[src/rtl/fp_sb_pkg.sv]
// Shared scoreboard/FP definitions: op encodings, tags, FU state, binary16 layout and constants.
package fp_sb_pkg;

    localparam int unsigned FP_W        = 16;
    localparam int unsigned EXP_W       = 5;
    localparam int unsigned MAN_W       = 10;
    localparam int unsigned FP_SIGN_BIT = 15;
    localparam int unsigned TAG_NONE    = 0;

    localparam logic OP_ADD = 1'b0;
    localparam logic OP_SUB = 1'b1;

    localparam logic [FP_W-1:0]  FP_ONE     = 16'h3C00;
    localparam logic [FP_W-1:0]  FP_INF     = 16'h7C00;
    localparam logic [FP_W-1:0]  FP_QNAN    = 16'h7E00;
    localparam logic [EXP_W-1:0] FP_EXP_MAX = 5'h1F;

    typedef struct packed {
        logic             sign;
        logic [EXP_W-1:0] exp;
        logic [MAN_W-1:0] man;
    } fp16_t;

    typedef enum logic [2:0] {
        ST_IDLE,
        ST_WAIT_OPS,
        ST_READ,
        ST_CAPT,
        ST_EXEC,
        ST_WB
    } fu_state_e;

endpackage

[src/rtl/fp_add_fu_if.sv]
// Issue / CDB / register-file / write-back bundle between the scoreboard side and the FP add unit.
interface fp_add_fu_if #(
    parameter int unsigned NUM_REGS = 16,
    parameter int unsigned TAG_W    = 3
);
    localparam int unsigned RW = $clog2(NUM_REGS);

    logic             issue_valid;
    logic             issue_ready;
    logic             issue_op;
    logic [RW-1:0]    issue_fi;
    logic [RW-1:0]    issue_fj;
    logic [RW-1:0]    issue_fk;
    logic [TAG_W-1:0] issue_qj;
    logic [TAG_W-1:0] issue_qk;
    logic             cdb_valid;
    logic [TAG_W-1:0] cdb_tag;
    logic             rf_rd_en;
    logic [RW-1:0]    rf_rd_addr_j;
    logic [RW-1:0]    rf_rd_addr_k;
    logic [15:0]      rf_rd_data_j;
    logic [15:0]      rf_rd_data_k;
    logic             rd_done;
    logic             war_clear;
    logic             wb_req;
    logic [RW-1:0]    wb_dest;
    logic [15:0]      wb_data;
    logic             wb_grant;
    logic             busy;

    // Scoreboard / register-file side
    modport master (
        output issue_valid, issue_op, issue_fi, issue_fj, issue_fk, issue_qj, issue_qk,
        output cdb_valid, cdb_tag, rf_rd_data_j, rf_rd_data_k, war_clear, wb_grant,
        input  issue_ready, rf_rd_en, rf_rd_addr_j, rf_rd_addr_k, rd_done,
        input  wb_req, wb_dest, wb_data, busy
    );

    // Functional-unit side
    modport slave (
        input  issue_valid, issue_op, issue_fi, issue_fj, issue_fk, issue_qj, issue_qk,
        input  cdb_valid, cdb_tag, rf_rd_data_j, rf_rd_data_k, war_clear, wb_grant,
        output issue_ready, rf_rd_en, rf_rd_addr_j, rf_rd_addr_k, rd_done,
        output wb_req, wb_dest, wb_data, busy
    );

endinterface

[src/rtl/fp_add_fu_fpa.sv]
// fpa: combinational binary16 adder, round-to-nearest-even, subnormals, canonical quiet NaN.
module fpa
    import fp_sb_pkg::*;
(
    input  logic [FP_W-1:0] a,
    input  logic [FP_W-1:0] b,
    output logic [FP_W-1:0] y
);
    // hidden bit + mantissa + guard/round/sticky
    localparam int unsigned GW = MAN_W + 4;
    localparam int unsigned MW = MAN_W + 2;

    fp16_t          xa, xb, xl, xs;
    logic           a_nan, b_nan, a_inf, b_inf;
    logic [5:0]     el, es, d, sh, e_n, e_f;
    logic [GW-1:0]  ml_ext, ms_ext, ms_al, lost, s_n;
    logic [GW:0]    sum;
    logic [4:0]     lz;
    logic           round_up;
    logic [MW-1:0]  m_r;
    logic [MAN_W-1:0] f_f;

    assign xa    = fp16_t'(a);
    assign xb    = fp16_t'(b);
    assign a_nan = (xa.exp == FP_EXP_MAX) && (xa.man != '0);
    assign b_nan = (xb.exp == FP_EXP_MAX) && (xb.man != '0);
    assign a_inf = (xa.exp == FP_EXP_MAX) && (xa.man == '0);
    assign b_inf = (xb.exp == FP_EXP_MAX) && (xb.man == '0);

    always_comb begin
        sh   = '0;
        lost = '0;
        // order by magnitude so the subtraction never goes negative
        if ({xb.exp, xb.man} > {xa.exp, xa.man}) begin
            xl = xb;
            xs = xa;
        end else begin
            xl = xa;
            xs = xb;
        end
        el     = (xl.exp == '0) ? 6'd1 : 6'(xl.exp);
        es     = (xs.exp == '0) ? 6'd1 : 6'(xs.exp);
        d      = el - es;
        ml_ext = {xl.exp != '0, xl.man, 3'b000};
        ms_ext = {xs.exp != '0, xs.man, 3'b000};

        if (d >= 6'(GW)) begin
            ms_al = GW'(|ms_ext);
        end else begin
            lost  = ms_ext & ((GW'(1) << d) - GW'(1));
            ms_al = (ms_ext >> d) | GW'(|lost);
        end

        if (xl.sign == xs.sign) sum = {1'b0, ml_ext} + {1'b0, ms_al};
        else                    sum = {1'b0, ml_ext} - {1'b0, ms_al};

        lz = 5'(GW);
        for (int i = 0; i < int'(GW); i++) begin
            if (sum[i]) lz = 5'(int'(GW) - 1 - i);
        end

        // left shift stops at the minimum exponent, which yields subnormals naturally
        if (sum[GW]) begin
            s_n = sum[GW:1] | GW'(sum[0]);
            e_n = el + 6'd1;
        end else begin
            sh  = (6'(lz) > (el - 6'd1)) ? (el - 6'd1) : 6'(lz);
            s_n = sum[GW-1:0] << sh;
            e_n = el - sh;
        end

        round_up = s_n[2] & (s_n[1] | s_n[0] | s_n[3]);
        m_r      = {1'b0, s_n[GW-1:3]} + MW'(round_up);
        if (m_r[MW-1]) begin
            e_f = e_n + 6'd1;
            f_f = m_r[MAN_W:1];
        end else begin
            e_f = m_r[MAN_W] ? e_n : 6'd0;
            f_f = m_r[MAN_W-1:0];
        end

        if (a_nan || b_nan || (a_inf && b_inf && (xa.sign != xb.sign))) begin
            y = FP_QNAN;
        end else if (a_inf) begin
            y = a;
        end else if (b_inf) begin
            y = b;
        end else if (sum == '0) begin
            y = {xl.sign & xs.sign, 15'd0};
        end else if (e_f >= 6'd31) begin
            y = FP_INF;
            y[FP_SIGN_BIT] = xl.sign;
        end else begin
            y = {xl.sign, e_f[EXP_W-1:0], f_f};
        end
    end

endmodule

[src/rtl/fp_add_fu.sv]
// Scoreboard FP add/sub unit: operand tracking, RF read, fixed-latency execute, held write-back.
module fp_add_fu
    import fp_sb_pkg::*;
#(
    parameter int unsigned NUM_REGS = 16,
    parameter int unsigned TAG_W    = 3,
    parameter int unsigned EXEC_LAT = 3
) (
    input logic        clk,
    input logic        rst,
    fp_add_fu_if.slave bus
);
    localparam int unsigned RW    = $clog2(NUM_REGS);
    localparam int unsigned CNT_W = 3;

    fu_state_e        state;
    logic             op_q;
    logic [RW-1:0]    fi_q, fj_q, fk_q;
    logic [TAG_W-1:0] qj_q, qk_q;
    logic             rj_q, rk_q;
    logic [FP_W-1:0]  a_q, b_q, wb_data_q, fpa_y;
    logic [CNT_W-1:0] cnt_q;
    logic             issue_ready_q, rf_rd_en_q, rd_done_q, in_wb_q;
    logic             issue_hs, rj_hit, rk_hit, rj_wait, rk_wait;

    assign issue_hs = bus.issue_valid & issue_ready_q;
    assign rj_hit   = (bus.issue_qj == TAG_W'(TAG_NONE)) | (bus.cdb_valid & (bus.cdb_tag == bus.issue_qj));
    assign rk_hit   = (bus.issue_qk == TAG_W'(TAG_NONE)) | (bus.cdb_valid & (bus.cdb_tag == bus.issue_qk));
    assign rj_wait  = rj_q | (bus.cdb_valid & (bus.cdb_tag == qj_q));
    assign rk_wait  = rk_q | (bus.cdb_valid & (bus.cdb_tag == qk_q));

    fpa u_fpa (
        .a (a_q),
        .b (b_q),
        .y (fpa_y)
    );

    always_ff @(posedge clk) begin
        if (rst) begin
            state         <= ST_IDLE;
            op_q          <= 1'b0;
            fi_q          <= '0;
            fj_q          <= '0;
            fk_q          <= '0;
            qj_q          <= '0;
            qk_q          <= '0;
            rj_q          <= 1'b0;
            rk_q          <= 1'b0;
            a_q           <= '0;
            b_q           <= '0;
            cnt_q         <= '0;
            wb_data_q     <= '0;
            issue_ready_q <= 1'b1;
            rf_rd_en_q    <= 1'b0;
            rd_done_q     <= 1'b0;
            in_wb_q       <= 1'b0;
        end else begin
            rf_rd_en_q <= 1'b0;
            rd_done_q  <= 1'b0;
            unique case (state)
                ST_IDLE: begin
                    if (issue_hs) begin
                        op_q          <= bus.issue_op;
                        fi_q          <= bus.issue_fi;
                        fj_q          <= bus.issue_fj;
                        fk_q          <= bus.issue_fk;
                        qj_q          <= bus.issue_qj;
                        qk_q          <= bus.issue_qk;
                        rj_q          <= rj_hit;
                        rk_q          <= rk_hit;
                        issue_ready_q <= 1'b0;
                        if (rj_hit && rk_hit) begin
                            state      <= ST_READ;
                            rf_rd_en_q <= 1'b1;
                        end else begin
                            state <= ST_WAIT_OPS;
                        end
                    end
                end
                ST_WAIT_OPS: begin
                    rj_q <= rj_wait;
                    rk_q <= rk_wait;
                    if (rj_wait && rk_wait) begin
                        state      <= ST_READ;
                        rf_rd_en_q <= 1'b1;
                    end
                end
                ST_READ: begin
                    state     <= ST_CAPT;
                    rd_done_q <= 1'b1;
                end
                ST_CAPT: begin
                    // subtraction is an add with the second operand's sign flipped
                    a_q   <= bus.rf_rd_data_j;
                    b_q   <= {bus.rf_rd_data_k[FP_SIGN_BIT] ^ (op_q == OP_SUB), bus.rf_rd_data_k[FP_SIGN_BIT-1:0]};
                    cnt_q <= CNT_W'(EXEC_LAT - 1);
                    state <= ST_EXEC;
                end
                ST_EXEC: begin
                    if (cnt_q == '0) begin
                        wb_data_q <= fpa_y;
                        in_wb_q   <= 1'b1;
                        state     <= ST_WB;
                    end else begin
                        cnt_q <= cnt_q - CNT_W'(1);
                    end
                end
                ST_WB: begin
                    if (bus.war_clear && bus.wb_grant) begin
                        in_wb_q       <= 1'b0;
                        issue_ready_q <= 1'b1;
                        state         <= ST_IDLE;
                    end
                end
                default: begin
                    state <= ST_IDLE;
                end
            endcase
        end
    end

    assign bus.issue_ready  = issue_ready_q;
    assign bus.busy         = ~issue_ready_q;
    assign bus.rf_rd_en     = rf_rd_en_q;
    assign bus.rf_rd_addr_j = fj_q;
    assign bus.rf_rd_addr_k = fk_q;
    assign bus.rd_done      = rd_done_q;
    // request follows war_clear within the same cycle so a late clear costs no extra cycle
    assign bus.wb_req       = in_wb_q & bus.war_clear;
    assign bus.wb_dest      = fi_q;
    assign bus.wb_data      = wb_data_q;

endmodule

[src/flat_wrapper.sv]
// flat-port wrapper written by rule: the top's interface ports become plain ports
module fp_add_fu_flat import fp_sb_pkg::*;
#(
    parameter int unsigned NUM_REGS = 16,
    parameter int unsigned TAG_W    = 3,
    parameter int unsigned EXEC_LAT = 3
)
  (clk, rst, bus_issue_valid, bus_issue_op, bus_issue_fi, bus_issue_fj, bus_issue_fk, bus_issue_qj, bus_issue_qk, bus_cdb_valid, bus_cdb_tag, bus_rf_rd_data_j, bus_rf_rd_data_k, bus_war_clear, bus_wb_grant, bus_issue_ready, bus_rf_rd_en, bus_rf_rd_addr_j, bus_rf_rd_addr_k, bus_rd_done, bus_wb_req, bus_wb_dest, bus_wb_data, bus_busy);
  fp_add_fu_if #(.NUM_REGS(NUM_REGS), .TAG_W(TAG_W)) bus_i ();
  input logic clk;
  input logic rst;
  input wire logic [$bits(bus_i.issue_valid)-1:0] bus_issue_valid;
  input wire logic [$bits(bus_i.issue_op)-1:0] bus_issue_op;
  input wire logic [$bits(bus_i.issue_fi)-1:0] bus_issue_fi;
  input wire logic [$bits(bus_i.issue_fj)-1:0] bus_issue_fj;
  input wire logic [$bits(bus_i.issue_fk)-1:0] bus_issue_fk;
  input wire logic [$bits(bus_i.issue_qj)-1:0] bus_issue_qj;
  input wire logic [$bits(bus_i.issue_qk)-1:0] bus_issue_qk;
  input wire logic [$bits(bus_i.cdb_valid)-1:0] bus_cdb_valid;
  input wire logic [$bits(bus_i.cdb_tag)-1:0] bus_cdb_tag;
  input wire logic [$bits(bus_i.rf_rd_data_j)-1:0] bus_rf_rd_data_j;
  input wire logic [$bits(bus_i.rf_rd_data_k)-1:0] bus_rf_rd_data_k;
  input wire logic [$bits(bus_i.war_clear)-1:0] bus_war_clear;
  input wire logic [$bits(bus_i.wb_grant)-1:0] bus_wb_grant;
  output wire logic [$bits(bus_i.issue_ready)-1:0] bus_issue_ready;
  output wire logic [$bits(bus_i.rf_rd_en)-1:0] bus_rf_rd_en;
  output wire logic [$bits(bus_i.rf_rd_addr_j)-1:0] bus_rf_rd_addr_j;
  output wire logic [$bits(bus_i.rf_rd_addr_k)-1:0] bus_rf_rd_addr_k;
  output wire logic [$bits(bus_i.rd_done)-1:0] bus_rd_done;
  output wire logic [$bits(bus_i.wb_req)-1:0] bus_wb_req;
  output wire logic [$bits(bus_i.wb_dest)-1:0] bus_wb_dest;
  output wire logic [$bits(bus_i.wb_data)-1:0] bus_wb_data;
  output wire logic [$bits(bus_i.busy)-1:0] bus_busy;
  assign bus_i.issue_valid = bus_issue_valid;
  assign bus_i.issue_op = bus_issue_op;
  assign bus_i.issue_fi = bus_issue_fi;
  assign bus_i.issue_fj = bus_issue_fj;
  assign bus_i.issue_fk = bus_issue_fk;
  assign bus_i.issue_qj = bus_issue_qj;
  assign bus_i.issue_qk = bus_issue_qk;
  assign bus_i.cdb_valid = bus_cdb_valid;
  assign bus_i.cdb_tag = bus_cdb_tag;
  assign bus_i.rf_rd_data_j = bus_rf_rd_data_j;
  assign bus_i.rf_rd_data_k = bus_rf_rd_data_k;
  assign bus_i.war_clear = bus_war_clear;
  assign bus_i.wb_grant = bus_wb_grant;
  assign bus_issue_ready = bus_i.issue_ready;
  assign bus_rf_rd_en = bus_i.rf_rd_en;
  assign bus_rf_rd_addr_j = bus_i.rf_rd_addr_j;
  assign bus_rf_rd_addr_k = bus_i.rf_rd_addr_k;
  assign bus_rd_done = bus_i.rd_done;
  assign bus_wb_req = bus_i.wb_req;
  assign bus_wb_dest = bus_i.wb_dest;
  assign bus_wb_data = bus_i.wb_data;
  assign bus_busy = bus_i.busy;
  fp_add_fu #(.NUM_REGS(NUM_REGS), .TAG_W(TAG_W), .EXEC_LAT(EXEC_LAT)) u_core (.clk(clk), .rst(rst), .bus(bus_i));
endmodule
[config.mk]
export PLATFORM = sky130hd
export DESIGN_NAME = fp_add_fu_flat
export DESIGN_NICKNAME = d
export VERILOG_FILES = /design/src/rtl/fp_sb_pkg.sv /design/src/rtl/fp_add_fu_if.sv /design/src/rtl/fp_add_fu_fpa.sv /design/src/rtl/fp_add_fu.sv /design/src/flat_wrapper.sv
export SDC_FILE = /design/constraint.sdc
export NUM_CORES = 1
export LEC_CHECK = 0
export CAP_MARGIN = 20
export CORE_MARGIN = 1.5
export CORE_UTILIZATION = 48
export CTS_BUF_LIST = sky130_fd_sc_hd__clkbuf_16
export DETAILED_ROUTE_END_ITERATION = 12
export PLACE_DENSITY = 0.79
export SLEW_MARGIN = 20
export SYNTH_ARGS = -nofsm -noshare
export SYNTH_HDL_FRONTEND = slang
export SYNTH_SLANG_ARGS = --single-unit
[constraint.sdc]
create_clock -name clk -period 17.7 [get_ports clk]
set_clock_uncertainty 0.15 [all_clocks]
set_input_delay 1.77 -clock clk [delete_from_list [all_inputs] [get_ports clk]]
set_output_delay 1.77 -clock clk [all_outputs]
set_load 0.02 [all_outputs]
After elaboration in Yosys (flattened, before gate mapping)
Cells that the tools add are included.
Cells by class
  shifts and indexed selects: 3
  $add $sub $neg: 10
  reduce and logical (&&, ||, !) cells: 37
  eq/ne operators: 18
  multiplexer cells: 54
  $lt $le $gt $ge: 4
  bitwise logic cells: 19
Operators by type and width (number)
  16-bit two-way mux: 6
  5-bit two-way mux: 15
  15-bit two-way mux: 2
  14-bit two-way mux: 2
  14-bit by 1-bit bitwise OR with 14-bit output: 2
  6-bit two-way mux: 4
  10-bit zero test: 2
  10-bit nonzero test: 2
  3-bit case mux with 6 select lines: 1
  14-bit by 14-bit adder with 15-bit output: 1
  15-bit greater-than comparator: 1
  15-bit zero test: 1
  3-bit two-way mux: 5
  14-bit by 14-bit subtractor with 15-bit output: 1
  14-bit AND: 1
  14-bit OR reduction: 1
  1-bit by 6-bit left shift with 14-bit output, first input constant: 1
  14-bit by 6-bit left shift with 14-bit output: 1
  14-bit by 6-bit >> shifter with 14-bit output: 1
  14-bit by 1-bit subtractor with 14-bit output, second input constant: 1
  11-bit by 1-bit adder with 12-bit output: 1
  3-bit equality test: 4
  3-bit zero test: 4
  11-bit OR reduction: 1
  other kinds (34): 84
Word-level totals
  input port bits: 60
  output and inout bits: 33
  word-level logic and storage cells: 162
  register bits after elaboration: 79

Depth between registers and ports, before layout
Gate-level depths: netlist (run 1).
  word-level depth: 43
  gate-level depth with buffers: 65
  gate-level depth less buffers: 63

Hierarchy
A second synthesis (run 1) with hierarchy kept.
Second synthesis, totals
  cell total of the unflattened synthesis: 1356
  area, all modules: 9369.0 um2
Modules (own cells, without submodules)
  fpa: sequential area each 0.0 um2, instances 1, cells each 965, area each 6253.5 um2
  fp_add_fu: sequential area each 1581.5 um2, instances 1, cells each 391, area each 3115.5 um2

Worst setup path after synthesis (run 1)
OpenSTA, ideal clock, no wires.
  path type: register -> register
  start point: reg u_core.a_q[6]
  end point: reg u_core.wb_data_q[9] (netlist: u_core.bus.wb_data[9])
  required time: 17.415 ns
  clock period less this slack: 11.999 ns
  data arrival time: 11.714 ns
  cell stages (with the launch flop): 63
  buffers on the path: 9
  library setup time: 0.135 ns
  slack: 5.701 ns
  path through: dfxtp_1 inv_1 ha_1 nand4_2 or4_1 o211ai_1 nand2_1 clkbuf_1 clkbuf_1 clkbuf_1 o21ai_0 o21ai_0 ha_1 clkbuf_1 buf_1 clkbuf_1 buf_1 mux2i_1 [27 not listed] a21o_1 buf_1 nor2_1 a31o_2 a31o_2 buf_2 mux2i_1 a21oi_1 or2_2 a31o_2 or2_2 ha_1 inv_1 nand2_1 a31oi_2 o2111ai_2 a22oi_4 o32ai_1
Between the ends
  cells in the longest elaborated chain, start to end: 43
  elaborated cells between the ends (all ways): 69
  those cells by class: add/sub: 9; order compare: 4; eq/ne: 1; shift: 3; mux: 31; bitwise: 6; reduce/logical: 15
Ends and longest elaborated chain
  from (decl): RTL line fp_add_fu.sv:21  | logic [FP_W-1:0] a_q, b_q, wb_data_q, fpa_y;
  from (signal assigned): RTL line fp_add_fu.sv:94  | a_q <= bus.rf_rd_data_j;
  15-bit greater-than comparator: RTL line fp_add_fu_fpa.sv:34  | if ({xb.exp, xb.man} > {xa.exp, xa.man}) begin
  16-bit two-way mux: RTL line fp_add_fu_fpa.sv:34
  5-bit zero test (on tied branches): RTL line fp_add_fu_fpa.sv:41, fp_add_fu_fpa.sv:42
  5-bit two-way mux (on tied branches): RTL line fp_add_fu_fpa.sv:41, fp_add_fu_fpa.sv:42
  5-bit by 5-bit subtractor with 6-bit output: RTL line fp_add_fu_fpa.sv:43  | d = el - es;
  1-bit by 6-bit left shift with 14-bit output: RTL line fp_add_fu_fpa.sv:50  | lost = ms_ext & ((GW'(1) << d) - GW'(1));
  14-bit by 1-bit subtractor with 14-bit output: RTL line fp_add_fu_fpa.sv:50
  14-bit AND: RTL line fp_add_fu_fpa.sv:50
  [27 not listed]
  6-bit two-way mux: RTL line fp_add_fu_fpa.sv:78  | e_f = m_r[MAN_W] ? e_n : 6'd0;
  6-bit two-way mux: RTL line fp_add_fu_fpa.sv:74  | if (m_r[MW-1]) begin
  6-bit by 5-bit >= comparator with 1-bit output: RTL line fp_add_fu_fpa.sv:90  | end else if (e_f >= 6'd31) begin
  15-bit two-way mux: RTL line fp_add_fu_fpa.sv:90
  16-bit two-way mux: RTL line fp_add_fu_fpa.sv:88  | end else if (sum == '0) begin
  16-bit two-way mux: RTL line fp_add_fu_fpa.sv:86  | end else if (b_inf) begin
  16-bit two-way mux: RTL line fp_add_fu_fpa.sv:84  | end else if (a_inf) begin
  16-bit two-way mux (*): RTL line fp_add_fu_fpa.sv:82  | if (a_nan || b_nan || (a_inf && b_inf && (xa.sign != xb.sign))) begin
  to (signal assigned): RTL line fp_add_fu.sv:101  | wb_data_q <= fpa_y;
  to (decl): RTL line fp_add_fu.sv:21
Every way passes the cells marked *; elsewhere a longest branch is shown, timed or not.
A chain may end at the register's enable or synchronous reset.

Worst setup path after layout (run 1)
  start point: reg u_core.a_q[11]
  end point: reg u_core.wb_data_q[9] (netlist: u_core.bus.wb_data[9])
The elaborated chain is that of the path after synthesis.

==> results.cfg, run 1 <==
[layout]
area_delta_synth_final_pct = 14.1
layout-drive-gt1-share = 0.0719
fin_nets = 1533
diodes = 0
finish.utilization = 0.560

[timing]
slew_headroom = 0.363
rsz0062_at_grt = no
worstMarginPinSlew_ps = 956
finalCriticalPeriod_ps = 14730
setup_violations = 0
fin_tns_setup_ps = 0
hold_viol_final = 0
drv_slew = 0
finalCritPeriodShare = 0.832
fmax_mhz = 67.9

[routing]
first_pass_iters = 7
drt-initial-drc-count = 1247
via_per_inst = 6.32
drc = 0
ant_nets = 0
wire_per_inst_um = 17.5
vias = 10600
routed_wl_um = 29500

[global_route]
grtUsageTotal = 0.281
grt_max_degree = 73
gr-total-overflow = 0
antenna_found_initial = 0
grt_pass1_vias = 9577
grt_pass1_wl_um = 47800

[worst_setup_path]
r2r-end = u_core.bus.wb_data[9]$_SDFFE_PP0P_
crit_type = reg -> reg
r2r-start = u_core.a_q[11]$_SDFFE_PP0P_
cp_top_family = compound AO/OA/AOI/OAI gates
r2r_cells = 51
cp_common_cell = nor2_1
path_depth = 51
critPathRequiredTime_ps = 17760
crit_end = u_core.bus.wb_data[9]$_SDFFE_PP0P_
critPathLaunchType = flip-flop
crit_buf_inv = 4
critPathMaxFanout = 22
cp_slowest_cell = ha_1
regToRegSetupSlack_ps = 2970
worst_setup_path_end_kind = flip-flop
cp-startpoint = u_core.a_q[11]$_SDFFE_PP0P_
worstPathArrival_ps = 14790
cp_slowest_stage_delay_ps = 760

[cts]
clkLatencyLatePin_ps = 340
postCtsSetupRepairBufs = 0
clock-root-buffer = clkbuf_16
holdBufCountCts = 0
cts_buffers = 9
clock_path_buffers = 2
htree_levels = 3
clk_pin_slew_ps = 70
cts_tree = done
clock_sinks = 79
cts_resized = 0

[synth]
ys.warnings.count = 0
synth.avg_cell_area_um2 = 6.96
synth_top_flop_cell = dfxtp_1
synth_nets = 1496
synth_top_area_cell = dfxtp_1
async_flop_share = 0
ys_ff_latch = 79
synth-edff-count = 0
synth_area_mm2 = 0.00959
synth_cell_types = 103
synthCells = 1377
synth_top_area_frac = 0.165
synth.area.top_cells = dfxtp_1 (16%), nand2_1 (8.8%), ha_1 (7.6%)
synth_seq_area_share = 0.165

[placement]
routabilityCongestion = 0.976
port_buffers = 92
dpl.hpwl_um = 22700

[floorplanning]
core_area_mm2 = 0.0195
die-area_mm2 = 0.0208
boundaryPins = 93
dieWidth_um = 144
rows = 51
initial_core_util = 0.491
die_h_um = 144

[job]
max_cap_viol_count = 0

[hold_path]
hold_path_class = reg -> reg

[status]
outcome = finished clean
-- worst register-to-register path: cells and delay by family (launching register included) --
kind,cells,cell delay (ps)
AND/OR/NAND/NOR,21,5480
flip-flops,1,460
adder cells (fa/ha/maj),5,1990
AO/OA/AOI/OAI,21,5680
buffers and inverters,4,880
-- per-stage QoR --
step,cells,hold WS [ps],instance area [µm²],setup WS (ps)
after global placement,1668,289,10600,3650
after CTS,1684,303,10900,3410
final,1684,299,10900,2970
after global routing,1684,321,10900,1850
after floorplan,1377,294,9590,5700
after detailed placement,1668,293,10600,3400
-- worst min-delay path by stage --
stage                                       startpoint  slack, ps                                       to  cells past startpoint
6_report            u_core.bus.wb_data[6]$_SDFFE_PP0P_        300       u_core.bus.wb_data[6]$_SDFFE_PP0P_                      2
5_1_grt        u_core.bus.rf_rd_addr_k[0]$_SDFFE_PP0P_        320  u_core.bus.rf_rd_addr_k[0]$_SDFFE_PP0P_                      2
4_1_cts             u_core.bus.wb_data[6]$_SDFFE_PP0P_        300       u_core.bus.wb_data[6]$_SDFFE_PP0P_                      2
3_5_place_dp        u_core.bus.wb_data[6]$_SDFFE_PP0P_        290       u_core.bus.wb_data[6]$_SDFFE_PP0P_                      2
3_3_place_gp        u_core.bus.wb_data[4]$_SDFFE_PP0P_        290       u_core.bus.wb_data[4]$_SDFFE_PP0P_                      2
2_1_floorplan             u_core.cnt_q[0]$_SDFFE_PP0P_        290             u_core.cnt_q[0]$_SDFFE_PP0P_                      2
-- cell usage after synthesis (9+ instances only) --
| master | number |
|---|---|
| ha_1 | 58 |
| a211oi_1 | 22 |
| nor3_1 | 44 |
| a211o_1 | 9 |
| or3_1 | 16 |
| o21ai_0 | 64 |
| buf_2 | 11 |
| xnor2_1 | 28 |
| nand3_1 | 44 |
| nor2_1 | 120 |
| mux2i_1 | 30 |
| and3_1 | 14 |
| xor2_1 | 12 |
| dfxtp_1 | 79 |
| inv_1 | 72 |
| a21oi_1 | 133 |
| or2_2 | 11 |
| nand2b_1 | 15 |
| nand4_1 | 22 |
| o211ai_1 | 19 |
| o21ai_1 | 9 |
| nand2_1 | 224 |
| clkbuf_1 | 60 |
| o31ai_1 | 14 |
| a21o_1 | 14 |
| a31oi_1 | 17 |
-- layout make-up --
type                    count  area, µm²
repair buffers            103        998
flip-flops and latches     79       1580
fillers                  1918       8590
clock buffers               9        225
multi-input cells        1148       7430
well taps                 265        332
clock inverters             7       95.1
inverters                  73        274
-- per-layer routing --
metal,vias to the layer above,GRT usage,share of wire
li1,5141,-,-
met1,4964,0.385,0.45
met2,473,0.447,0.45
met3,69,0.0427,0.077
met4,0,0.0968,0.025
met5,-,0,0
-- sequential cells by signal, summed over array words and instances, names as in the netlist --
signal	flops
u_core.qk_q	3
u_core.bus.wb_data	16
u_core.rk_q	1
u_core.bus.rd_done	1
u_core.bus.issue_ready	1
u_core.bus.wb_dest	4
u_core.bus.rf_rd_addr_j	4
u_core.a_q	16
u_core.qj_q	3
u_core.op_q	1
u_core.rj_q	1
u_core.bus.rf_rd_en	1
u_core.b_q	16
u_core.bus.rf_rd_addr_k	4
u_core.cnt_q	3
u_core.state	3
u_core.in_wb_q	1
-- kinds of logic after synthesis --
| kind of cell | share of synthesized area |
|---|---|
| simple gates | 0.285 |
| compound gates | 0.321 |
| buf+inv | 0.0613 |
| flops | 0.165 |
| fa+ha+maj | 0.0778 |
| mux | 0.0536 |
| xor+xnor | 0.0365 |
-- layout by cell type, fill, tap and decap left out, types with 12 or more instances in the layout --
cell type        Yosys  routed
o21ai_0             64      64
a31oi_1             17      17
clkdlybuf4s50_1      0      91
inv_1               72      73
ha_1                58      58
a211oi_1            22      22
a21oi_1            133     133
mux2i_1             30      30
o211ai_1            19      19
nand2_1            224     224
o31ai_1             14      13
nor3_1              44      44
xor2_1              12      12
and3_1              14      14
or3_1               16      16
nor2_1             120     120
nand4_1             22      22
xnor2_1             28      28
dfxtp_1             79      79
nand3_1             44      44
nand2b_1            15      15
a21o_1              14      14
Power of run 1 is not shown: default switching activity piles up to over one toggle a cycle in this logic, so the estimate is an artifact.
==> run 2: changes to the inputs <==
--- a/config.mk
+++ b/config.mk
@@ -10,7 +10,7 @@
 export CORE_UTILIZATION = 48
 export CTS_BUF_LIST = sky130_fd_sc_hd__clkbuf_16
 export DETAILED_ROUTE_END_ITERATION = 12
-export PLACE_DENSITY = 0.79
+export PLACE_DENSITY = 0.82
 export SLEW_MARGIN = 20
 export SYNTH_ARGS = -nofsm -noshare
 export SYNTH_HDL_FRONTEND = slang
==> constraint.sdc (replaced) <==
create_clock -name clk -period 13 [get_ports clk]
set_clock_uncertainty 0.15 [all_clocks]
set_input_delay 1.3 -clock clk [delete_from_list [all_inputs] [get_ports clk]]
set_output_delay 1.3 -clock clk [all_outputs]
set_load 0.02 [all_outputs]
==> run 2 against run 1 <==
  * Register-to-register slack worse by 2300 ps
  * Cell area rose by 3.6%
  * Critical path depth rose by 11
  * Die area unchanged
==> results.cfg, run 2 (synthesis results as in run 1) <==
[floorplanning]
die-area_mm2 = 0.0208
boundaryPins = 93
dieWidth_um = 144
initial_core_util = 0.491
rows = 51
core_area_mm2 = 0.0195
die_h_um = 144

[placement]
port_buffers = 92
dpl.hpwl_um = 23700
pre_cts_slack_ps = 258
routabilityCongestion = 0.977
place_inst = 1695

[timing]
finalCriticalPeriod_ps = 12340
drv_slew = 0
setup_violations = 0
fmax_mhz = 81.1
finalCritPeriodShare = 0.949
hold_viol_final = 0
fin_tns_setup_ps = 0
worstMarginPinSlew_ps = 895
slew_headroom = 0.399
setup_slack_ps = 665

[worst_setup_path]
r2r-start = u_core.a_q[11]$_SDFFE_PP0P_
r2r_cells = 62
cp_top_family = compound AO/OA/AOI/OAI gates
regToRegSetupSlack_ps = 660
worstPathArrival_ps = 12410
critPathRequiredTime_ps = 13070
r2r-end = u_core.bus.wb_data[7]$_SDFFE_PP0P_
crit_type = reg -> reg
cp_slowest_stage_delay_ps = 530
critPathLaunchType = flip-flop
cp_common_cell = inv_1
critPathMaxFanout = 15
cp-startpoint = u_core.a_q[11]$_SDFFE_PP0P_
worst_setup_path_end_kind = flip-flop
cp_slowest_cell = or4_1
crit_buf_inv = 10
path_depth = 62

[layout]
fin_nets = 1573
final_common_cell = nand2_1
final_cell_mix = nand2_1 (223), a21oi_1 (129), nor2_1 (118)
layout-drive-gt1-share = 0.112
diodes = 0
fin_cells = 1724
area_delta_synth_final_pct = 18.2

[global_route]
grt_max_degree = 73
grt_pass1_vias = 9868
antenna_found_initial = 0
grtUsageTotal = 0.293
grt_pass1_wl_um = 49700
gr-total-overflow = 0

[routing]
wire_per_inst_um = 18.0
drc = 0
drt-initial-drc-count = 1175
first_pass_iters = 5
ant_nets = 0
routed_wl_um = 31100
via_per_inst = 6.37
vias = 11000

[job]
max_cap_viol_count = 0

[cts]
clkLatencyLatePin_ps = 340
htree_levels = 3
holdBufCountCts = 0
clock_path_buffers = 2
cts_buffers = 9
cts_tree = done
clock_sinks = 79
clk_pin_slew_ps = 70
clock-root-buffer = clkbuf_16

[status]
outcome = finished clean

[hold_path]
hold_path_class = reg -> reg
min-delay-start = u_core.bus.wb_data[6]$_SDFFE_PP0P_
holdPathStages = 2
hold_end = u_core.bus.wb_data[6]$_SDFFE_PP0P_
## run 2: cell types whose count changed in the layout (fill, tap and decap cells not counted), sizes merged
| cell | previous run | this run |
|---|---|---|
| a22oi | 8 | 9 |
| buf | 12 | 51 |
| bufinv | 2 | 1 |
| clkinvlp | 0 | 1 |
## run 2: repair_timing
action,4_1_cts,5_1_grt
gates resized for setup,0,36
setup endpoints to repair,0,15
setup buffers,0,12
## run 2: worst reg2reg max path, delay by kind of cell (launching register included)
kind,cells,cell delay [ps]
simple gates,14,2390
buf+inv,10,1500
flops,1,470
fa+ha+maj,7,1990
compound gates,29,5420
xor+xnor,2,330
## run 2: worst max path at each step
stage / end
after floorplan: u_core.bus.wb_data[9]$_SDFFE_PP0P_
after global placement: u_core.bus.wb_data[9]$_SDFFE_PP0P_
after detailed placement: u_core.bus.wb_data[9]$_SDFFE_PP0P_
after CTS: u_core.bus.wb_data[9]$_SDFFE_PP0P_
after global routing: u_core.bus.wb_data[7]$_SDFFE_PP0P_
final: u_core.bus.wb_data[7]$_SDFFE_PP0P_
## run 2: metal layers
layer,track usage,share of wire,vias to the layer above,wire (µm)
met1,0.410,0.44,5157,13800
met4,0.0792,0.022,0,689
li1,-,-,5233,-
met3,0.0315,0.076,61,2370
met2,0.476,0.46,525,14200
met5,0,0,-,0
## run 2: area by class of cell
cell class | count | area, µm²
repair buffers | 142 | 1310
well taps | 265 | 332
clock buffers | 9 | 225
multi-input cells | 1149 | 7530
clock inverters | 7 | 78.8
flip-flops and latches | 79 | 1580
fillers | 1847 | 8190
inverters | 73 | 274
## run 2: per-stage QoR
stage | util | hold WS [ps] | instance area, µm²
final | 0.580 | 299 | 11300
after global routing | 0.580 | 320 | 11300
after CTS | 0.570 | 305 | 11100
after detailed placement | 0.554 | 295 | 10800
after global placement | 0.554 | 288 | 10800
after floorplan | - | 294 | 9590
Power of run 2 is left out for the same reason.
==> run 3: changes to the inputs <==
--- a/config.mk
+++ b/config.mk
@@ -6,11 +6,12 @@
 export NUM_CORES = 1
 export LEC_CHECK = 0
 export CAP_MARGIN = 20
+export CORE_ASPECT_RATIO = 2
 export CORE_MARGIN = 1.5
-export CORE_UTILIZATION = 48
+export CORE_UTILIZATION = 45
 export CTS_BUF_LIST = sky130_fd_sc_hd__clkbuf_16
 export DETAILED_ROUTE_END_ITERATION = 12
-export PLACE_DENSITY = 0.82
+export PLACE_DENSITY = 0.75
 export SLEW_MARGIN = 20
 export SYNTH_ARGS = -nofsm -noshare
 export SYNTH_HDL_FRONTEND = slang
==> constraint.sdc (replaced) <==
create_clock -name clk -period 12.7 [get_ports clk]
set_clock_uncertainty 0.15 [all_clocks]
set_input_delay 1.27 -clock clk [delete_from_list [all_inputs] [get_ports clk]]
set_output_delay 1.27 -clock clk [all_outputs]
set_load 0.02 [all_outputs]
==> run 3 against run 2 <==
  * First-iteration DRC count is 44% lower
  * Core utilization is 2.5 points lower
  * Count of clock-buffer cells in the layout stayed put
  * Final cell count is 1.8% higher
  * Via count is 0.40% higher
  * Hold slack better by 7.8 ps
  * Flip-flop and latch count stayed put
  * Fmax is 2.9% higher
==> results.cfg, run 3 (synthesis results as in run 1) <==
[layout]
regArea_mm2 = 0.00158
final_cell_mix = nand2_1 (224), a21oi_1 (130), nor2_1 (119)
area_delta_synth_final_pct = 21.2
multi_input_area_mm2 = 0.00762
fin_nets = 1601
finish.utilization = 0.555
final_common_cell = nand2_1
n_fill_cell = 2049
layout-drive-gt1-share = 0.130
diodes = 0

[worst_setup_path]
cp_slowest_stage_delay_ps = 590
critPathMaxFanout = 15
critPathLaunchType = flip-flop
cp_slowest_cell = or4_1
cp_common_cell = nor2_1
crit_buf_inv = 9
worstPathArrival_ps = 12050
cp_top_family = compound AO/OA/AOI/OAI gates
crit_type = reg -> reg
worst_setup_path_end_kind = flip-flop
path_depth = 58
critPathRequiredTime_ps = 12770
r2r_cells = 58

[timing]
hold_viol_final = 0
worstMarginPinSlew_ps = 848
fin_tns_setup_ps = 0
slew_headroom = 0.435
finalCriticalPeriod_ps = 11980
fmax_mhz = 83.4
finalCritPeriodShare = 0.944
setup_slack_ps = 716
hold_ws_ps = 306
drv_slew = 0
setup_violations = 0

[global_route]
gr-total-overflow = 0
grtUsageTotal = 0.310
grt_pass1_wl_um = 54700
grt_max_degree = 73
grt_pass1_vias = 10800
antenna_found_initial = 0

[cts]
clock_sinks = 79
cts_buffers = 9
clock_path_buffers = 2
clock-root-buffer = clkbuf_16
clkLatencyLatePin_ps = 330
htree_levels = 3
cts_tree = done
clk_pin_slew_ps = 60

[hold_path]
hold_path_class = reg -> reg
holdPathStages = 2

[floorplanning]
die_h_um = 209
initial_core_util = 0.458
rows = 75
boundaryPins = 93
dieWidth_um = 106
core_area_mm2 = 0.0209
die-area_mm2 = 0.0222

[routing]
via_per_inst = 6.28
routed_wl_um = 35400
vias = 11000
drc = 0
first_pass_iters = 6
wire_per_inst_um = 20.2
ant_nets = 0
drt-initial-drc-count = 657

[placement]
pre_cts_slack_ps = 116
dpl.hpwl_um = 27800
routabilityCongestion = 1.04
port_buffers = 92

[job]
max_cap_viol_count = 0

[status]
outcome = finished clean
## run 3: layout make-up
cell class / count / area share
clock buffer: 9 / 0.0194
clock inverter: 6 / 0.00743
sequential: 79 / 0.136
inverter: 73 / 0.0236
tap: 269 / 0.0290
multi-input combinational: 1151 / 0.656
timing repair buffer: 168 / 0.129
## run 3: path summary, 6_finish.rpt
path / from / end / slack [ps]
worst min-delay path: u_core.bus.rf_rd_addr_j[3]$_SDFFE_PP0P_ / u_core.bus.rf_rd_addr_j[3]$_SDFFE_PP0P_ / 310
worst max-delay path: u_core.a_q[6]$_SDFFE_PP0P_ / u_core.bus.wb_data[5]$_SDFFE_PP0P_ / 720
worst min register to register: u_core.bus.rf_rd_addr_j[3]$_SDFFE_PP0P_ / u_core.bus.rf_rd_addr_j[3]$_SDFFE_PP0P_ / 310
worst max register to register: u_core.a_q[6]$_SDFFE_PP0P_ / u_core.bus.wb_data[5]$_SDFFE_PP0P_ / 720
## run 3: what timing repair did
item / CTS / global route
hold endpoints to repair: 0 / 0
hold buffers: 0 / 0
buffers inserted: 0 / 19
endpoints found under the setup margin: 0 / 15
resized for setup: 0 / 42
## run 3: worst min-delay path: stages, from the launching register on
cell and delay (ps):
dfxtp_1 310, nand2_1 50, a21oi_1 50
## run 3: layer usage
layer	up-vias	GRT usage	wire length [µm]
li1	5281	-	-
met5	-	0	0
met4	0	0.200	2330
met3	149	0.0348	1420
met2	437	0.610	19600
met1	5153	0.293	12100
## run 3: per-stage QoR
stage	area [µm²]	cells
2_1_floorplan	9590	1377
3_3_place_gp	11000	1718
3_5_place_dp	11000	1718
4_1_cts	11300	1733
5_1_grt	11600	1755
6_report	11600	1755
Power of run 3 is left out for the same reason.
